## src/rtl/ps2_rx_fifo.sv

```systemverilog
// PS/2 device-to-host receiver: synchronise and filter the pins, decode 11-bit frames
// (start, 8 data LSB first, odd parity, stop), and queue good scancodes in a FWFT FIFO.
module ps2_rx_fifo #(
   parameter int SYNC_STAGES    = 2,
   parameter int FILTER_LEN     = 8,
   parameter int TIMEOUT_CYCLES = 50000,
   parameter int FIFO_DEPTH     = 16
) (
   input  logic                          clk,
   input  logic                          rst_n,
   input  logic                          PS2_CLK,
   input  logic                          PS2_DAT,
   output logic [7:0]                    scancode,
   output logic                          valid,
   input  logic                          ready,
   output logic [$clog2(FIFO_DEPTH):0]   level,
   output logic                          busy,
   output logic                          parity_err,
   output logic                          frame_err,
   output logic                          overflow
);

   localparam int AW = $clog2(FIFO_DEPTH);
   localparam int TW = (TIMEOUT_CYCLES > 2) ? $clog2(TIMEOUT_CYCLES) : 1;
   localparam logic [TW-1:0] TMO_LAST = TW'(TIMEOUT_CYCLES - 1);
   localparam logic [AW:0]   FULL_LVL = (AW+1)'(FIFO_DEPTH);

   typedef enum logic [1:0] {IDLE, DATA, PARITY, STOP} state_t;

   // Odd parity holds when data plus parity bit carry an odd number of ones
   function automatic logic parity_ok(input logic [7:0] d, input logic p);
      return ^{d, p};
   endfunction

   logic [SYNC_STAGES-1:0] clk_sync_r;
   logic [SYNC_STAGES-1:0] dat_sync_r;
   logic [FILTER_LEN-2:0]  hist_r;
   logic                   filt_r;
   logic                   edge_r;
   logic                   clk_s;
   logic                   dat_s;
   logic                   all0_s;
   logic                   all1_s;

   state_t                 state_r;
   logic [7:0]             shift_r;
   logic [2:0]             bit_cnt_r;
   logic                   parity_r;
   logic [TW-1:0]          tmo_r;
   logic                   busy_r;
   logic                   perr_r;
   logic                   ferr_r;
   logic                   push_s;

   logic [7:0]             mem_r [FIFO_DEPTH];
   logic [AW-1:0]          wr_ptr_r;
   logic [AW-1:0]          rd_ptr_r;
   logic [AW:0]            level_r;
   logic                   ovf_r;
   logic                   full_s;
   logic                   pop_s;
   logic                   wr_en_s;

   assign clk_s  = clk_sync_r[SYNC_STAGES-1];
   assign dat_s  = dat_sync_r[SYNC_STAGES-1];
   assign all0_s = (clk_s == 1'b0) && (hist_r == '0);
   assign all1_s = (clk_s == 1'b1) && (hist_r == '1);

   // Pin synchronisers and glitch filter; edge_r marks the filtered 1->0 transition
   always_ff @(posedge clk) begin
      if (!rst_n) begin
         clk_sync_r <= '1;
         dat_sync_r <= '1;
         hist_r     <= '1;
         filt_r     <= 1'b1;
         edge_r     <= 1'b0;
      end else begin
         clk_sync_r <= {clk_sync_r[SYNC_STAGES-2:0], PS2_CLK};
         dat_sync_r <= {dat_sync_r[SYNC_STAGES-2:0], PS2_DAT};
         hist_r     <= {hist_r[FILTER_LEN-3 >= 0 ? FILTER_LEN-3 : 0:0], clk_s};
         edge_r     <= filt_r & all0_s;
         if (all1_s) begin
            filt_r <= 1'b1;
         end else if (all0_s) begin
            filt_r <= 1'b0;
         end
      end
   end

   assign push_s = edge_r && (state_r == STOP) && dat_s && parity_ok(shift_r, parity_r);

   // Frame decoder; the timeout abort takes priority over edge-driven progress
   always_ff @(posedge clk) begin
      if (!rst_n) begin
         state_r   <= IDLE;
         shift_r   <= 8'h00;
         bit_cnt_r <= 3'd0;
         parity_r  <= 1'b0;
         tmo_r     <= '0;
         busy_r    <= 1'b0;
         perr_r    <= 1'b0;
         ferr_r    <= 1'b0;
      end else begin
         perr_r <= 1'b0;
         ferr_r <= 1'b0;
         if ((state_r == IDLE) || edge_r) begin
            tmo_r <= '0;
         end else begin
            tmo_r <= tmo_r + TW'(1);
         end
         if ((state_r != IDLE) && !edge_r && (tmo_r == TMO_LAST)) begin
            state_r <= IDLE;
            busy_r  <= 1'b0;
            ferr_r  <= 1'b1;
         end else if (edge_r) begin
            case (state_r)
               IDLE: begin
                  if (!dat_s) begin
                     state_r   <= DATA;
                     bit_cnt_r <= 3'd0;
                     busy_r    <= 1'b1;
                  end
               end
               DATA: begin
                  shift_r <= {dat_s, shift_r[7:1]};
                  if (bit_cnt_r == 3'd7) begin
                     state_r <= PARITY;
                  end else begin
                     bit_cnt_r <= bit_cnt_r + 3'd1;
                  end
               end
               PARITY: begin
                  parity_r <= dat_s;
                  state_r  <= STOP;
               end
               STOP: begin
                  state_r <= IDLE;
                  busy_r  <= 1'b0;
                  if (!dat_s) begin
                     ferr_r <= 1'b1;
                  end else if (!parity_ok(shift_r, parity_r)) begin
                     perr_r <= 1'b1;
                  end
               end
               default: begin
                  state_r <= IDLE;
                  busy_r  <= 1'b0;
               end
            endcase
         end
      end
   end

   assign full_s  = (level_r == FULL_LVL);
   assign pop_s   = (level_r != '0) && ready;
   assign wr_en_s = push_s && (!full_s || pop_s);

   // FIFO pointers and occupancy; a push into a full FIFO survives only alongside a pop
   always_ff @(posedge clk) begin
      if (!rst_n) begin
         wr_ptr_r <= '0;
         rd_ptr_r <= '0;
         level_r  <= '0;
         ovf_r    <= 1'b0;
      end else begin
         ovf_r <= push_s && full_s && !pop_s;
         if (wr_en_s) begin
            wr_ptr_r <= wr_ptr_r + AW'(1);
         end
         if (pop_s) begin
            rd_ptr_r <= rd_ptr_r + AW'(1);
         end
         if (wr_en_s && !pop_s) begin
            level_r <= level_r + (AW+1)'(1);
         end else if (!wr_en_s && pop_s) begin
            level_r <= level_r - (AW+1)'(1);
         end
      end
   end

   // FIFO storage
   always_ff @(posedge clk) begin
      if (wr_en_s) begin
         mem_r[wr_ptr_r] <= shift_r;
      end
   end

   assign valid      = (level_r != '0);
   assign scancode   = valid ? mem_r[rd_ptr_r] : 8'h00;
   assign level      = level_r;
   assign busy       = busy_r;
   assign parity_err = perr_r;
   assign frame_err  = ferr_r;
   assign overflow   = ovf_r;

endmodule

```

## config.mk

```make
export PLATFORM = sky130hd
export DESIGN_NAME = ps2_rx_fifo
export DESIGN_NICKNAME = d
export VERILOG_FILES = /design/src/rtl/ps2_rx_fifo.sv
export SDC_FILE = /design/constraint.sdc
export NUM_CORES = 1
export LEC_CHECK = 0
export CORE_ASPECT_RATIO = 1.4
export CORE_MARGIN = 1
export CORE_UTILIZATION = 60
export DETAILED_ROUTE_END_ITERATION = 7
export PLACE_DENSITY = 0.75
export SLEW_MARGIN = 20
export SYNTH_ARGS = -nofsm -noshare
export SYNTH_HDL_FRONTEND = slang
export SYNTH_SLANG_ARGS = --single-unit
```

## constraint.sdc

```tcl
create_clock -name clk -period 9.5 [get_ports clk]
set_clock_uncertainty 0.1 [all_clocks]
set_input_delay 0.95 -clock clk [delete_from_list [all_inputs] [get_ports clk]]
set_output_delay 0.95 -clock clk [all_outputs]
set_load 0.02 [all_outputs]
```

==> results of run 1 <==
[cell usage in the layout, fill, tap and decap left out, types with 3 or more instances in the layout]
cell             Yosys  layout
edfxtp_1           128     128
dfxtp_1             64      62
nand2_1             38      38
mux4_2              32      32
nor2_1              32      32
clkdlybuf4s50_1      0      22
nand3_1             21      21
clkbuf_16            0      17
nand2b_1            16      16
a22oi_1             16      16
ha_1                16      16
a21oi_1             14      14
a21boi_0            14      14
xnor2_1             13      13
inv_1               11      11
o21ai_0             11      11
and2_1              10      10
xor2_1               9       9
nor3_1              12       9
nand4_1              6       6
or3_1                5       5
and3_1               4       4
nor4_1               4       4
nor2b_1              4       4
mux2i_1              4       4
clkinvlp_4           0       4
o211ai_1             3       3
nor3_2               0       3
clkbuf_1            13       3
bufinv_16            0       3
[worst paths after layout]
kind                       startpoint                        to  slack [ps]  cells past startpoint
max                              flop               scancode[3]        5600                      5
min          dat_sync_r[0]$_SDFF_PN1_  dat_sync_r[1]$_SDFF_PN1_         300                      1
max reg2reg   shift_r[5]$_SDFFE_PN0P_     level[4]$_SDFFE_PN0P_        5720                     11
min reg2reg  dat_sync_r[0]$_SDFF_PN1_  dat_sync_r[1]$_SDFF_PN1_         300                      1
[where the power goes]
part           leakage (nW)  internal [W]  switching (W)
Clock                 0.267      0.000410       0.000291
Combinational         0.863    0.00000355     0.00000370
Sequential             1.70      0.000881    0.000000634
Total                  2.83       0.00129       0.000296
[cell type report]
cell class                      instances  area [sq um]
Fill cell                             827          3810
Clock inverter                         12           143
Sequential cell                       192          5130
Timing Repair Buffer                   24           235
Inverter                               11          41.3
Clock buffer                           20           437
Multi-Input combinational cell        298          2450
Tap cell                              150           188
[cells in the mapped netlist]
library cell,count
edfxtp_1,128
dfxtp_1,64
nand2_1,38
mux4_2,32
nor2_1,32
nand3_1,21
a22oi_1,16
ha_1,16
nand2b_1,16
a21boi_0,14
a21oi_1,14
clkbuf_1,13
xnor2_1,13
nor3_1,12
inv_1,11
o21ai_0,11
and2_1,10
xor2_1,9
buf_1,6
nand4_1,6
or3_1,5
and3_1,4
mux2i_1,4
nor2b_1,4
nor4_1,4
buf_2,3
o211ai_1,3
a21o_1,2
xnor3_1,2
a211oi_1,1
a311o_1,1
a31oi_1,1
fa_1,1
mux2i_4,1
nand2_2,1
nand4b_1,1
nor2_4,1
o22ai_1,1
or4_4,1
[metal layers]
| metal | global-route usage [%] | part of all wire (%) | vias to the layer above |
|---|---|---|---|
| met3 | 5.45 | 4.7 | 20 |
| met4 | 8.50 | 2.0 | 0 |
| met5 | 0 | 0 | - |
| li1 | - | - | 2005 |
| met2 | 42.1 | 53 | 137 |
| met1 | 30.8 | 40 | 2204 |
[metrics by stage]
step	area, sq um	total power [W]	std cells	utilization [%]
floorplan	7680	0.000904	523	-
global placement	8020	0.000907	675	64.5
detailed placement	8020	0.000907	675	64.5
CTS	8600	0.00160	707	69.2
global route	8620	0.00163	707	69.3
finish	8620	0.00159	707	69.3
[worst reg2reg max path: cells and delay by family (launching register included)]
kind | cells | cell delay [ps]
buf+inv | 1 | 110
flops | 1 | 830
xor+xnor | 3 | 750
mux | 1 | 420
fa+ha+maj | 2 | 680
compound gates | 3 | 500
simple gates | 1 | 300
[cell families after synthesis]
family                     after synthesis  synth area share (%)
AOI/OAI and AO/OA                       64                  5.44
and+or+nand+nor                        156                  10.0
buffers and inverters                   33                  1.66
muxes                                   37                  10.2
adders and majority gates               17                  2.87
xor gates and xnor gates                24                  3.09
DFF                                    192                  66.7
[registers in the layout, indices dropped and copies added (netlist names), named ones only]
register	cells
rd_ptr_r	4
mem_r	128
clk_sync_r	2
busy	1
filt_r	1
overflow	1
level	5
tmo_r	16
bit_cnt_r	3
dat_sync_r	2
parity_r	1
edge_r	1
wr_ptr_r	4
frame_err	1
hist_r	7
parity_err	1
shift_r	8
state_r	2
==> results.txt, run 1 <==
slowest cell on the critical path - mux4_2
Max VDD drop - 128 uV
core box area - 12400 sq um
nets - 566
Final Critical Period - 3900 ps
Fin. Hold Viols - 0
leakage power - 2.83 nW
DPL Wire Length - 9380 microns
Post-Synthesis Cells - 523
vias per inst - 6.18
Final Max Tran Viols - 0
f_max - 0.257 GHz
setup ws final - 5600 ps
die area - 13300 sq um
Residual DRC - 6
Post-Route WL - 14800 microns
Max Fanout on Critical Path - 32
Final GP Congestion - 0.780
Final period util - 41.0%
CTS tree - built
Max-Cap Viols - 0
crit path buf inv count - 2
WP data required - 8450 ps
Detail Route Antenna Nets - 0
clk slew on worst S/H paths - 60 ps
violations in the final reports - DRC
Synth-to-Final Area Change - 12.1%
kind of start point of the critical path - flop
hold buffers post-CTS - 0
CTS root buffer - clkbuf_16
grt ovf - 0
crit path kind - flop to primary output
CP top delay family - buffers and inverters
Iter 0 DRT Violations - 405
largest net degree at the start of global routing - 48
status - complete, but fails checks
sequential-to-total area share from yosys stat - 66.7%
clock latency on the worst-skew pair - 420 ps
RSZ-0062 raised after global routing - no
Crit path arrival time - 2850 ps
IO Pins - 23
Longest Clk Path Bufs - 2
Yosys top cell area share - 50.0%
initial core utilization - 61.8%
Die Wd - 97.6 microns
setup_tns - 0 ps
vias in the first global route - 4306
Antenna Cells - 0
Slew Limit Headroom - 31.9%
post-CTS sizing - 0
cells along the critical path - buf_4, mux4_2, a22oi_1, a21oi_1, clkdlybuf4s50_1
area of the mapped netlist - 7680 sq um
worst hold path type - flop to flop
drt wl/cell - 21.0 microns
slew of the pin with the lowest slew margin - 1010 ps
Yosys warnings - 0
final hold slack - 305 ps
GRT Util Overall - 24.5%
Yosys cell types - 39
port bufs - 22
pre-CTS setup slack - 5500 ps
CTS Buf Count - 17
Setup violations, final - 0
post-CTS setup buffers - 0
Syn Area/Cell - 14.7 sq um
clock sinks - 192
row count - 48
initial antenna violation count - 0
Net Count, Synth - 545
top cells by area, synth - edfxtp_1 (50%), dfxtp_1 (17%), mux4_2 (9.4%), ha_1 (2.6%), nand2_1 (1.9%)
Yosys top cell by area - edfxtp_1
Vert. Die Dim - 136 microns
H-tree depth - 4
total number of vias - 4366
first-pass iteration count of the detailed router - 7
CP max stage delay - 590 ps
CP endpoint kind - primary output
Pwr Density - 185 nW/um^2
Yosys reg bits - 192
first-pass GRT wire length - 23600 microns
share of cells above drive strength 1 - 12.6%
(Power assumes the default switching activity.)
==> run 2: changes to the inputs <==
==> constraint.sdc (replaced) <==
create_clock -name clk -period 3.75 [get_ports clk]
set_clock_uncertainty 0.1 [all_clocks]
set_input_delay 0.375 -clock clk [delete_from_list [all_inputs] [get_ports clk]]
set_output_delay 0.375 -clock clk [all_outputs]
set_load 0.02 [all_outputs]
==> run 2 against run 1 <==
The run still ends with DRC left. Critical path depth increased by 7. Die area unchanged. Final area increased by 2.3%. Critical path type is now flop to flop.
==> results.txt, run 2 (same netlist as run 1, synthesis figures left out) <==
Antenna Cells - 0
Fin. Hold Viols - 0
Die Wd - 97.6 microns
Max VDD drop - 317 uV
most frequent cells in the layout - edfxtp_1 (128), dfxtp_1 (63), nand2_1 (38), mux4_2 (32), nor2_1 (32)
Max-Cap Viols - 0
worst hold path type - flop to flop
clock sinks - 192
largest net degree at the start of global routing - 38
Pwr Density - 467 nW/um^2
leakage power - 2.97 nW
Max Fanout on Critical Path - 9
Final Critical Period - 3360 ps
CTS tree - built
Residual DRC - 6
GRT Util Overall - 24.2%
nets - 589
Iter 0 DRT Violations - 329
CP endpoint kind - flop
clk slew on worst S/H paths - 70 ps
pre-CTS setup slack - 461 ps
die area - 13300 sq um
first-pass iteration count of the detailed router - 7
cells on worst reg2reg path - 12
reg-to-reg setup timing slack - 390 ps
total number of vias - 4374
H-tree depth - 4
slew of the pin with the lowest slew margin - 763 ps
Synth-to-Final Area Change - 14.8%
Final GP Congestion - 0.846
clock latency on the worst-skew pair - 420 ps
Detail Route Antenna Nets - 0
Vert. Die Dim - 136 microns
initial antenna violation count - 0
Post-Route WL - 14700 microns
DPL Wire Length - 9640 microns
CTS Buf Count - 17
initial core utilization - 61.8%
RSZ-0062 raised after global routing - no
f_max - 0.298 GHz
Util after Layout - 70.9%
max FFs per register - 128
Setup violations, final - 0
setup ws final - 393 ps
Worst Hold Launch - clk_sync_r[0]$_SDFF_PN1_
setup_tns - 0 ps
post-CTS setup buffers - 0
violations in the final reports - DRC
post-CTS sizing - 0
Placed Cells - 698
Reg-to-Reg Start - level[0]$_SDFFE_PN0P_
hold buffers post-CTS - 0
Crit path arrival time - 3610 ps
Longest Clk Path Bufs - 2
kind of start point of the critical path - flop
Hold Path Depth - 1
crit path kind - flop to flop
vias per inst - 6.00
row count - 48
vias in the first global route - 4493
port bufs - 22
Largest Register - mem_r
drt wl/cell - 20.1 microns
IO Pins - 23
Final Max Tran Viols - 0
Slew Limit Headroom - 49.0%
most common cell after layout, fill and taps aside - edfxtp_1
status - complete, but fails checks
R2R Path End - level[4]$_SDFFE_PN0P_
core box area - 12400 sq um
grt ovf - 0
Final Non-Filler Cells - 729
WHS Endpoint - clk_sync_r[1]$_SDFF_PN1_
largest registers - mem_r: 128 flops, tmo_r: 16 flops, shift_r: 8 flops
first-pass GRT wire length - 23800 microns
WP data required - 4000 ps
share of cells above drive strength 1 - 15.5%
CTS root buffer - clkbuf_16
Final period util - 89.5%
==> run 2: cell count changes in the layout (fill, tap and decap cells not counted), sizes merged <==
cell      previous run  this run
clkbuf              20        18
buf                  2        25
clkinvlp             5         3
inv                 11        15
bufinv               3         4
clkinv               4         2
==> run 2: how the worst max path moves through the flow <==
stage	startpoint	to	slack [ps]
finish	level[0]$_SDFFE_PN0P_	level[4]$_SDFFE_PN0P_	390
global placement	level[0]$_SDFFE_PN0P_	level[4]$_SDFFE_PN0P_	540
CTS	level[0]$_SDFFE_PN0P_	level[4]$_SDFFE_PN0P_	400
global route	level[0]$_SDFFE_PN0P_	level[4]$_SDFFE_PN0P_	100
floorplan	shift_r[7]$_SDFFE_PN0P_	level[4]$_SDFFE_PN0P_	520
detailed placement	level[0]$_SDFFE_PN0P_	level[4]$_SDFFE_PN0P_	460
==> run 2: metrics by stage <==
step	power [W]	cell area [sq um]	hold slack (ps)
finish	0.00412	8820	310
global placement	0.00230	8210	292
global route	0.00422	8820	335
floorplan	0.00229	7680	286
CTS	0.00414	8820	312
detailed placement	0.00230	8210	296
==> run 2: final cells by class <==
class	count	area [sq um]
clock buffers	18	429
clock inverters	13	183
fillers	797	3610
inverters	11	41.3
multi-input cells	298	2430
flip-flops and latches	192	5130
well taps	150	188
repair buffers	47	420
==> run 2: where the power goes <==
group          internal, W  leakage (nW)  total [W]  switching (W)
Sequential         0.00223          1.70    0.00223     0.00000157
Clock              0.00112         0.289    0.00187       0.000756
Combinational   0.00000899         0.976  0.0000190      0.0000100
==> run 2: critical path: stages, from the launching register on <==
cell,delay [ps]
dfxtp_1,380
or4_4,600
nor2_4,240
inv_1,120
nand2_1,180
ha_1,220
inv_1,110
fa_1,430
a21o_1,180
a21oi_1,170
xnor2_1,100
or3_1,300
a21boi_0,160
==> run 2: metal layers <==
metal,vias to the layer above,share of wire (%),GRT usage (%)
li1,2047,-,-
met1,2197,40,28.9
met2,111,55,43.6
met3,19,3.7,4.11
met4,0,1.6,9.68
met5,-,0,0
